`config.mk`:
```
export PLATFORM = sky130hd
export DESIGN_NAME = if_id_queue
export DESIGN_NICKNAME = d
export VERILOG_FILES = /design/src/rtl/if_id_queue_pkg.sv /design/src/rtl/fetch_entry_file.sv /design/src/rtl/if_id_queue.sv
export SDC_FILE = /design/constraint.sdc
export NUM_CORES = 1
export LEC_CHECK = 0
export ABC_AREA = 0
export ABC_CLOCK_PERIOD_IN_PS = 6000
export CORE_MARGIN = 5
export CORE_UTILIZATION = 45
export DETAILED_ROUTE_END_ITERATION = 16
export PLACE_DENSITY_LB_ADDON = 0.15
export SLEW_MARGIN = 15
export SYNTH_ARGS = -nofsm -noshare
export SYNTH_HDL_FRONTEND = slang
export SYNTH_SLANG_ARGS = --single-unit
export TNS_END_PERCENT = 20
```
`constraint.sdc`:
```
create_clock -name clk -period 6 [get_ports clk]
set_clock_uncertainty 0.1 [all_clocks]
set_input_delay 0.6 -clock clk [delete_from_list [all_inputs] [get_ports clk]]
set_output_delay 0.6 -clock clk [all_outputs]
set_load 0.02 [all_outputs]
```
`src/rtl/if_id_queue_pkg.sv`:
```
// Shared types and defaults for the fetch-to-decode instruction queue.
// Both the queue top and its entry storage import this package.
package if_id_queue_pkg;

  localparam int          IF_ID_DEPTH = 4;
  localparam int          IF_ID_WIDTH = 32;
  localparam logic [31:0] NOP_INSTR   = 32'h0;

  typedef struct packed {
    logic [31:0] pc;
    logic [31:0] instr;
  } fetch_entry_t;

endpackage

```
`src/rtl/fetch_entry_file.sv`:
```
// DEPTH x fetch_entry_t storage: one synchronous write port and one asynchronous read port.
// The array is data-only and has no reset; the queue pointers decide which entries are live.
module fetch_entry_file
  import if_id_queue_pkg::*;
#(
  parameter int DEPTH = IF_ID_DEPTH,
  parameter int AW    = $clog2(DEPTH)
) (
  input  logic         clk,
  input  logic         we_i,
  input  logic [AW-1:0] waddr_i,
  input  fetch_entry_t wdata_i,
  input  logic [AW-1:0] raddr_i,
  output fetch_entry_t rdata_o
);

  fetch_entry_t mem_q [DEPTH];

  always_ff @(posedge clk) begin
    if (we_i) begin
      mem_q[waddr_i] <= wdata_i;
    end
  end

  assign rdata_o = mem_q[raddr_i];

endmodule

```
`src/rtl/if_id_queue.sv`:
```
// Instruction queue between fetch and decode: buffers {pc, instr} pairs, drives fetch Freeze
// through full, and empties itself on a taken branch (flush) or reset.
module if_id_queue
  import if_id_queue_pkg::*;
#(
  parameter int DEPTH = IF_ID_DEPTH,
  parameter int WIDTH = IF_ID_WIDTH
) (
  input  logic                       clk,
  input  logic                       rst,
  input  logic                       flush,
  input  logic                       enq_valid,
  input  logic [WIDTH-1:0]           enq_pc,
  input  logic [WIDTH-1:0]           enq_instr,
  output logic                       full,
  input  logic                       deq_ready,
  output logic                       deq_valid,
  output logic [WIDTH-1:0]           deq_pc,
  output logic [WIDTH-1:0]           deq_instr,
  output logic [$clog2(DEPTH):0]     count
);

  localparam int PW = $clog2(DEPTH);
  localparam int CW = PW + 1;

  logic [PW-1:0] wr_ptr_q, wr_ptr_d;
  logic [PW-1:0] rd_ptr_q, rd_ptr_d;
  logic [CW-1:0] count_q, count_d;

  logic         enq_fire;
  logic         deq_fire;
  logic         wr_en;
  fetch_entry_t wr_entry;
  fetch_entry_t rd_entry;

  // Flags come from registered state only, never from this cycle's handshakes.
  assign full      = (count_q == CW'(DEPTH));
  assign deq_valid = (count_q != '0);
  assign count     = count_q;

  assign enq_fire = enq_valid && !full;
  assign deq_fire = deq_valid && deq_ready;

  // A flushed enqueue must not leave a trace, so the write is suppressed too.
  assign wr_en          = enq_fire && !flush && !rst;
  assign wr_entry.pc    = 32'(enq_pc);
  assign wr_entry.instr = 32'(enq_instr);

  fetch_entry_file #(
    .DEPTH (DEPTH),
    .AW    (PW)
  ) u_entries (
    .clk     (clk),
    .we_i    (wr_en),
    .waddr_i (wr_ptr_q),
    .wdata_i (wr_entry),
    .raddr_i (rd_ptr_q),
    .rdata_o (rd_entry)
  );

  always_comb begin
    wr_ptr_d = wr_ptr_q;
    rd_ptr_d = rd_ptr_q;
    count_d  = count_q;
    if (flush) begin
      wr_ptr_d = '0;
      rd_ptr_d = '0;
      count_d  = '0;
    end else begin
      if (enq_fire) wr_ptr_d = wr_ptr_q + PW'(1);
      if (deq_fire) rd_ptr_d = rd_ptr_q + PW'(1);
      unique case ({enq_fire, deq_fire})
        2'b10:   count_d = count_q + CW'(1);
        2'b01:   count_d = count_q - CW'(1);
        default: count_d = count_q;
      endcase
    end
  end

  always_ff @(posedge clk) begin
    if (rst) begin
      wr_ptr_q <= '0;
      rd_ptr_q <= '0;
      count_q  <= '0;
    end else begin
      wr_ptr_q <= wr_ptr_d;
      rd_ptr_q <= rd_ptr_d;
      count_q  <= count_d;
    end
  end

  // An empty queue presents pc 0 and a NOP so decode does nothing harmful.
  assign deq_pc    = deq_valid ? WIDTH'(rd_entry.pc)    : '0;
  assign deq_instr = deq_valid ? WIDTH'(rd_entry.instr) : WIDTH'(NOP_INSTR);

endmodule

```
==> reports/qor.txt, run 1 <==
Final #Nets = 679
Flop-to-flop setup slack = 3440 ps
Core area = 22500 um^2
Met2 Use GR = 0.2598
Final hold vios = 0
# hold bufs at CTS = 0
Cell taking the most area after synthesis = edfxtp_1
Cell chosen for the clock root = clkbuf_16
Fin area = 12670 um^2
Total congestion overflow = 0
Outcome = finished, final reports clean
Fmax = 247.1 MHz
P_int = 3.157 mW
Total wire length = 18970 um
Wirelength per Cell = 20.87 um
Pin count of the biggest net entering global routing = 66
Global-route met3 utilization = 0.02951
Share of the synthesized area in the top cell type = 0.7523
Synth Net Count = 534
I/O pin count = 138
Worst r2r path cells = 9
Peak VDD IR = 0.0002401 V
P&R area growth vs syn = 24.01%
Crit path time final = 4047 ps
Vias in the first global route = 5368
Final Slew Violations = 0
Worst EP required = 5300 ps
Sequential share of power = 0.525
Worst-margin pin slew = 1049 ps
Seq cells post-synth = 265
Htree depth = 1
Clock Sinks = 265
Post-CTS resize count = 0
Final worst slack = 1953 ps
Pwr/cell area = 309.2 nW/um^2
Total CTS buffers = 26
GR Util All Layers = 0.1474
Gate power share = 0.061
Net Sw Frac = 0.1942
GRT met1 Usage = 0.1907
Reg2reg end = count[2]
Multi-input logic area = 2146 um^2
DP Wirelength = 10590 um
Setup Slack @ Placement = 2344 ps
Final Core Density = 0.5631
Distinct cells, synth = 27
Clock Path Buffers = 3
Die H = 160.7 um
Antenna cells = 0
Layout cells sized above 1 = 0.1795
Crit. End Element = output port
GPL Wtd Cong = 0.6861
Setup crit start kind = flop
Hold crit path type = flop to flop
EDFF count, synth = 256
CP Class = flop to output port
Row count = 55
Die W = 160.7 um
Clk slew on worst S/H paths = 60 ps
Worst r2r src = count[2]
Hold_ws = 432.6 ps
Post-Layout Cell Count = 909
Net switching power = 0.7608 mW
LEAKAGE = 3.997 nW
WP data arrival = 3350 ps
Clk pwr share = 0.413
CTS tree = done
Post-CTS Setup Inserts = 0
TNS Setup = 0 ps
Total Power = 3.918 mW
Pre-antenna DRT Iters = 4
Placed insts = 861
Max cap viols = 0
Initial drt markers = 259
Asr flop ratio synth = 0
Final setup viols = 0
RSZ-0062 raised after global routing = no
Antenna violations before repair = 1
Average vias per placed instance = 5.241
First-pass GRT wire length = 29930 um
Register area share after synthesis = 0.7699
Synthesized area = 10220 um^2
Final period utilization = 0.6745
Initial Utilization = 0.4541
Clock Latency Late Sink = 500 ps
DRC = 0
Mapped Avg Cell Area = 22.26 um^2
Filler cells = 1684
Ys flop type = edfxtp_1
Storage cell area = 7875 um^2
Cells after synthesis = 459
DP Area = 11790 um^2
CP Max Fanout = 48
Critical path endpoint = deq_pc[1]
Total die area = 25820 um^2
GRT busiest layer = met2
Vias = 4764
Buffers on Ports = 137
Post-route ant nets = 0
Synth top area cells = edfxtp_1, mux4_2, and2_1
YS warnings = 0
Relative slew slack = 0.3005
cells in the final DEF (no fill, tap or decap):
master | Yosys | routed
and2_4 | 1 | 1
mux4_1 | 4 | 4
clkinvlp_4 | 0 | 2
o31ai_1 | 2 | 2
bufinv_16 | 0 | 3
a21oi_1 | 3 | 3
ha_1 | 5 | 5
clkbuf_1 | 8 | 3
and3_4 | 0 | 4
dfxtp_1 | 9 | 7
clkbuf_16 | 0 | 27
xor2_1 | 4 | 4
o311ai_0 | 1 | 1
nor2_1 | 7 | 7
edfxtp_1 | 256 | 256
or3b_1 | 1 | 1
fa_1 | 1 | 1
or2_2 | 1 | 1
buf_4 | 0 | 2
dfxtp_4 | 0 | 2
nand3_1 | 1 | 1
inv_1 | 8 | 8
clkbuf_8 | 0 | 3
mux4_2 | 60 | 60
clkdlybuf4s50_1 | 0 | 137
clkinv_2 | 0 | 6
o21ai_0 | 1 | 1
nand4_1 | 1 | 1
or3_2 | 0 | 1
or3_1 | 2 | 1
and2_1 | 64 | 64
clkinv_1 | 0 | 4
a21o_1 | 1 | 1
flip-flops by register name, summed over array words and instances, names as in the netlist, named ones only:
signal           count
count                3
wr_ptr_q             2
rd_ptr_q             2
u_entries.mem_q    256
synth_stat cells, drive strengths merged, types with 3 or more instances:
cell type  instances
xor2               4
nor2               7
clkbuf             9
and3               4
edfxtp           256
ha                 5
dfxtp              9
a21oi              3
and2              65
mux4              64
inv                8
buf               13
routing by layer:
metal | part of all wire | routed length (um)
met1 | 0.42 | 8017
met5 | 0.00069 | 13
met4 | 0.016 | 301
met2 | 0.51 | 9767
met3 | 0.046 | 871
worst min-delay path by stage:
| stage | end | slack (ps) | start | cells after the start |
|---|---|---|---|---|
| after floorplan | flop | 380 | rd_ptr_q[1] | 2 |
| after global placement | flop | 400 | rd_ptr_q[1] | 2 |
| after detailed placement | rd_ptr_q[0] | 420 | rd_ptr_q[0] | 2 |
| after CTS | rd_ptr_q[0] | 440 | rd_ptr_q[0] | 2 |
| after global routing | rd_ptr_q[0] | 460 | rd_ptr_q[0] | 2 |
| final | rd_ptr_q[0] | 430 | rd_ptr_q[0] | 2 |
worst max-delay path, stage by stage, from the launching register on:
cell and delay, ps:
dfxtp_4 1010, buf_4 490, mux4_1 600, and2_1 170
clkdlybuf4s50_1 530
final cells by class:
cell class              count  area share
flip-flops and latches    265      0.6214
multi-input cells         164      0.1693
repair buffers            139      0.1094
clock buffers              33     0.05746
well taps                 285     0.02814
clock inverters            15     0.01185
inverters                   8    0.002370
kinds of logic after synthesis:
group	share of synthesized area
AND/OR/NAND/NOR	0.04886
buffers and inverters	0.02216
multiplexers	0.1425
flip-flops	0.7699
adder cells (fa/ha/maj)	0.008081
XOR/XNOR	0.003428
AO/OA/AOI/OAI	0.005019
power groups by stage:
stage / Sequential [mW] / Combinational [mW] / Clock [mW]
6_report: 2.06 / 0.240 / 1.62
4_1_cts: 2.06 / 0.244 / 1.66
5_1_grt: 2.06 / 0.257 / 1.75
3_3_place_gp: 2.10 / 0.239 / 0
3_5_place_dp: 2.10 / 0.243 / 0
2_1_floorplan: 2.09 / 0.112 / 0
(Power assumes the default switching activity.)
==> run 2, diff against run 1 <==
ABC_CLOCK_PERIOD_IN_PS = 3300   (was 6000)
clock period = 3.3 ns   (was 6 ns; I/O delays follow)
==> reports/qor.txt, run 2 (synthesized netlist as in run 1, its figures left out) <==
GR Util All Layers = 0.1499 (+0.002513)
P&R area growth vs syn = 25.06%
First-pass GRT wire length = 30300 um (+1.2%)
Final Slew Violations = 0 (unchanged)
Total die area = 25820 um^2 (unchanged)
Post-CTS Setup Inserts = 0 (unchanged)
Fin area = 12780 um^2 (+0.85%)
Most common cell after layout, fill and taps aside = edfxtp_1
Post-route ant nets = 0 (unchanged)
Outcome = finished, final reports clean
Total congestion overflow = 0 (unchanged)
Die W = 160.7 um (unchanged)
Commonest non-fill, non-tap cells in the layout = edfxtp_1, clkdlybuf4s50_1, and2_1
Max cap viols = 0 (unchanged)
Setup Slack @ Placement = 544.4 ps (-1800 ps)
Sequential share of power = 0.534 (+0.009)
CTS tree = done
Crit path time final = 3070 ps
Final worst slack = 229.8 ps (-1723 ps)
Gate power share = 0.064 (+0.003)
Clk slew on worst S/H paths = 60 ps (about the same)
DRC = 0 (unchanged)
Clock Path Buffers = 3 (unchanged)
Relative slew slack = 0.5787 (+0.2782)
Worst-margin pin slew = 631.9 ps (-417.2 ps)
P_int = 5.598 mW (+77%)
Initial drt markers = 252 (-2.7%)
Worst EP required = 2870 ps (-2430 ps)
Net Sw Frac = 0.1999 (+0.005717)
Pre-antenna DRT Iters = 4 (unchanged)
Storage cell area = 7875 um^2 (unchanged)
I/O pin count = 138 (unchanged)
Hold crit path type = input pin to flop
Filler cells = 1700 (+0.95%)
DP Wirelength = 11720 um (+11%)
Cell chosen for the clock root = clkbuf_16
Post-Layout Cell Count = 917 (+0.88%)
Max reg flops = 256 (unchanged)
Final #Nets = 690 (+1.6%)
Net switching power = 1.399 mW (+84%)
Core area = 22500 um^2 (unchanged)
Vias = 4782 (+0.38%)
Row count = 55 (unchanged)
Final period utilization = 0.9304
Pin count of the biggest net entering global routing = 66 (unchanged)
Setup crit start kind = flop
Clock Latency Late Sink = 520 ps (+20 ps)
Layout cells sized above 1 = 0.1883 (+0.008804)
Final hold vios = 0 (unchanged)
Hold_ws = 333.3 ps (-99.28 ps)
TNS Setup = 0 ps (unchanged)
CP Max Fanout = 11 (-77%)
RSZ-0062 raised after global routing = no
Antenna cells = 0 (unchanged)
Total CTS buffers = 27 (+3.8%)
WP data arrival = 2640 ps (-710 ps)
Wirelength per Cell = 21.15 um (+1.3%)
Clk pwr share = 0.402 (-0.011)
Peak VDD IR = 0.0003262 V (+36%)
CP Class = flop to output port
Total Power = 6.997 mW (+79%)
Total wire length = 19390 um (+2.2%)
Antenna violations before repair = 0 (-1)
Crit. End Element = output port
Multi-input logic area = 2150 um^2 (+0.17%)
GPL Wtd Cong = 0.7316 (+6.6%)
DP Area = 11960 um^2 (+1.4%)
Buffers on Ports = 137 (unchanged)
Pwr/cell area = 547.5 nW/um^2 (+77%)
Final Core Density = 0.5679 (+0.004782)
Vias in the first global route = 5348 (-0.37%)
Clock Sinks = 265 (unchanged)
Initial Utilization = 0.4541 (unchanged)
Placed insts = 871 (+1.2%)
Largest register by flop count = u_entries.mem_q
Die H = 160.7 um (unchanged)
Htree depth = 1 (unchanged)
Final setup viols = 0 (unchanged)
LEAKAGE = 4.040 nW (+1.1%)
Fmax = 325.7 MHz
Average vias per placed instance = 5.215 (-0.50%)
run 2: final cells by class:
cell class                      instances  share of cell area
Tap cell                              285             0.02790
Timing Repair Buffer                  149              0.1212
Clock inverter                         16             0.01038
Clock buffer                           30             0.05375
Sequential cell                       265              0.6162
Multi-Input combinational cell        164              0.1682
Inverter                                8            0.002350
run 2: power by group through the flow:
stage,Sequential [mW],Clock (mW),Combinational (mW)
floorplan,3.81,0,0.204
global placement,3.80,0,0.442
detailed placement,3.81,0,0.453
CTS,3.74,2.89,0.456
global route,3.74,3.04,0.479
finish,3.74,2.82,0.445
run 2: routing by layer:
layer | track usage | vias up | part of all wire
met5 | 0 | - | 0
met2 | 0.2648 | 113 | 0.52
met4 | 0.03373 | 0 | 0.014
li1 | - | 2170 | -
met1 | 0.1910 | 2478 | 0.42
met3 | 0.03362 | 21 | 0.054
run 2: worst max-delay path: stages, from the launching register on:
cell	delay (ps)
dfxtp_4	510
buf_4	300
mux4_1	610
and2_1	170
clkdlybuf4s50_1	530
run 2: worst paths after layout:
path,startpoint,endpoint,slack [ps],cells past startpoint
setup reg to reg,count[2],count[2],690,9
setup / recovery,flop,deq_instr[31],230,4
hold reg to reg,rd_ptr_q[1],flop,430,2
hold / removal,enq_instr[26],u_entries.mem_q[3][26],330,1
run 2: timing repair:
action / in CTS / in global routing
endpoints found under the hold margin: 0 / 0
gates resized for setup: 1 / 0
endpoints found under the setup margin: 7 / 0
hold buffers: 0 / 0
==> run 3, diff against run 2 <==
CORE_UTILIZATION = 40   (was 45)
==> reports/qor.txt, run 3 (synthesized netlist as in run 1, its figures left out) <==
Outcome = finished, final reports clean
P&R area growth vs syn = 27.34%
Net Sw Frac = 0.1957 (-0.004189)
Htree depth = 1 (unchanged)
Die W = 169.8 um (+5.7%)
Clock Sinks = 265 (unchanged)
I/O pin count = 138 (unchanged)
Final #Nets = 696 (+0.87%)
GPL Wtd Cong = 0.6864 (-6.2%)
WP data arrival = 2550 ps (-90 ps)
Peak VDD IR = 0.0003594 V (+10%)
Relative slew slack = 0.5649 (-0.01378)
Average vias per placed instance = 4.984 (-4.4%)
Max cap viols = 0 (unchanged)
Placed insts = 921 (+5.7%)
Layout cells sized above 1 = 0.1991 (+0.01078)
Crit path time final = 2978 ps (-91.79 ps)
Max reg flops = 256 (unchanged)
Sequential share of power = 0.499 (-0.035)
Gate power share = 0.061 (-0.003)
Total congestion overflow = 0 (unchanged)
Worst EP required = 2870 ps (about the same)
P_int = 6.019 mW (+7.5%)
Worst-margin pin slew = 652.6 ps (+20.67 ps)
TNS Setup = 0 ps (unchanged)
Pwr/cell area = 575.2 nW/um^2 (+5.1%)
Commonest non-fill, non-tap cells in the layout = edfxtp_1, clkdlybuf4s50_1, and2_1
Pre-antenna DRT Iters = 4 (unchanged)
Net switching power = 1.465 mW (+4.7%)
Crit. End Element = output port
Wirelength per Cell = 21.03 um (-0.55%)
Total die area = 28840 um^2 (+12%)
Post-CTS Setup Inserts = 0 (unchanged)
DP Wirelength = 12400 um (+5.8%)
Clock Path Buffers = 3 (unchanged)
Initial Utilization = 0.4058 (-0.04831)
Die H = 169.8 um (+5.7%)
Clk slew on worst S/H paths = 60 ps (about the same)
Post-Layout Cell Count = 973 (+6.1%)
Largest register by flop count = u_entries.mem_q
Final Slew Violations = 0 (unchanged)
Most common cell after layout, fill and taps aside = edfxtp_1
GR Util All Layers = 0.1403 (-0.009613)
Antenna cells = 0 (unchanged)
Fmax = 335.8 MHz (+3.1%)
Vias = 4849 (+1.4%)
Total Power = 7.484 mW (+7.0%)
Hold crit path type = input pin to flop
Clock Latency Late Sink = 520 ps (about the same)
Cell chosen for the clock root = clkbuf_16
RSZ-0062 raised after global routing = no
Row count = 58 (+5.5%)
CP Class = flop to output port
CTS tree = done
Clk pwr share = 0.440 (+0.038)
Post-CTS resize count = 0 (-1)
Total CTS buffers = 28 (+3.7%)
Initial drt markers = 232 (-7.9%)
DRC = 0 (unchanged)
Hold_ws = 336.4 ps (+3.107 ps)
# hold bufs at CTS = 0 (unchanged)
Total wire length = 20460 um (+5.5%)
Pin count of the biggest net entering global routing = 40 (-39%)
First-pass GRT wire length = 30930 um (+2.1%)
Antenna violations before repair = 0 (unchanged)
Setup crit start kind = flop
Final hold vios = 0 (unchanged)
Vias in the first global route = 5423 (+1.4%)
Final period utilization = 0.9025 (-0.02781)
Core area = 25180 um^2 (+12%)
Post-route ant nets = 0 (unchanged)
CP Max Fanout = 27 (+16)
Final setup viols = 0 (unchanged)
LEAKAGE = 4.139 nW (+2.5%)
Buffers on Ports = 137 (unchanged)
## run 3: layout make-up
cell class / instances / area (um^2)
fill: 1993 / 12170
sequential: 265 / 7875
multi-input combinational: 164 / 2146
timing repair buffer: 154 / 1562
clock buffer: 31 / 733.2
tap: 330 / 412.9
clock inverter: 21 / 254.0
inverter: 8 / 30.03
## run 3: power groups by stage
stage                     combinational [mW]  clock [mW]  sequential (mW)
after global routing                   0.487        3.52             3.74
after floorplan                        0.204           0             3.81
after detailed placement               0.463           0             3.81
final                                  0.453        3.30             3.73
after CTS                              0.466        3.38             3.73
after global placement                 0.456           0             3.80
## run 3: through the flow
stage / utilization / setup slack [ps] / cell area, um^2
after detailed placement: 0.4775 / 828.0 / 12030
after global placement: 0.4775 / 858.1 / 12030
final: 0.5167 / 321.6 / 13010
after floorplan: - / 312.6 / 10220
after CTS: 0.5167 / 263.0 / 13010
after global routing: 0.5167 / 210.6 / 13010
## run 3: path summary, 6_finish.rpt
check,from,end,slack (ps),depth (start not counted)
setup / recovery,flop,deq_instr[24],320,4
hold / removal,enq_instr[10],u_entries.mem_q[3][10],340,1
setup reg to reg,count[2],count[2],780,9
hold reg to reg,rd_ptr_q[0],rd_ptr_q[0],430,2
## run 3: worst max-delay path, stage by stage (launching register included)
cell and delay (ps):
dfxtp_4 650, buf_4 300, mux4_2 330, and2_1 190, clkdlybuf4s50_1 550
## run 3: layer usage
layer	GRT usage	part of all wire
met1	0.1772	0.41
met2	0.2481	0.52
met3	0.02555	0.047
met4	0.04200	0.021
met5	0	0
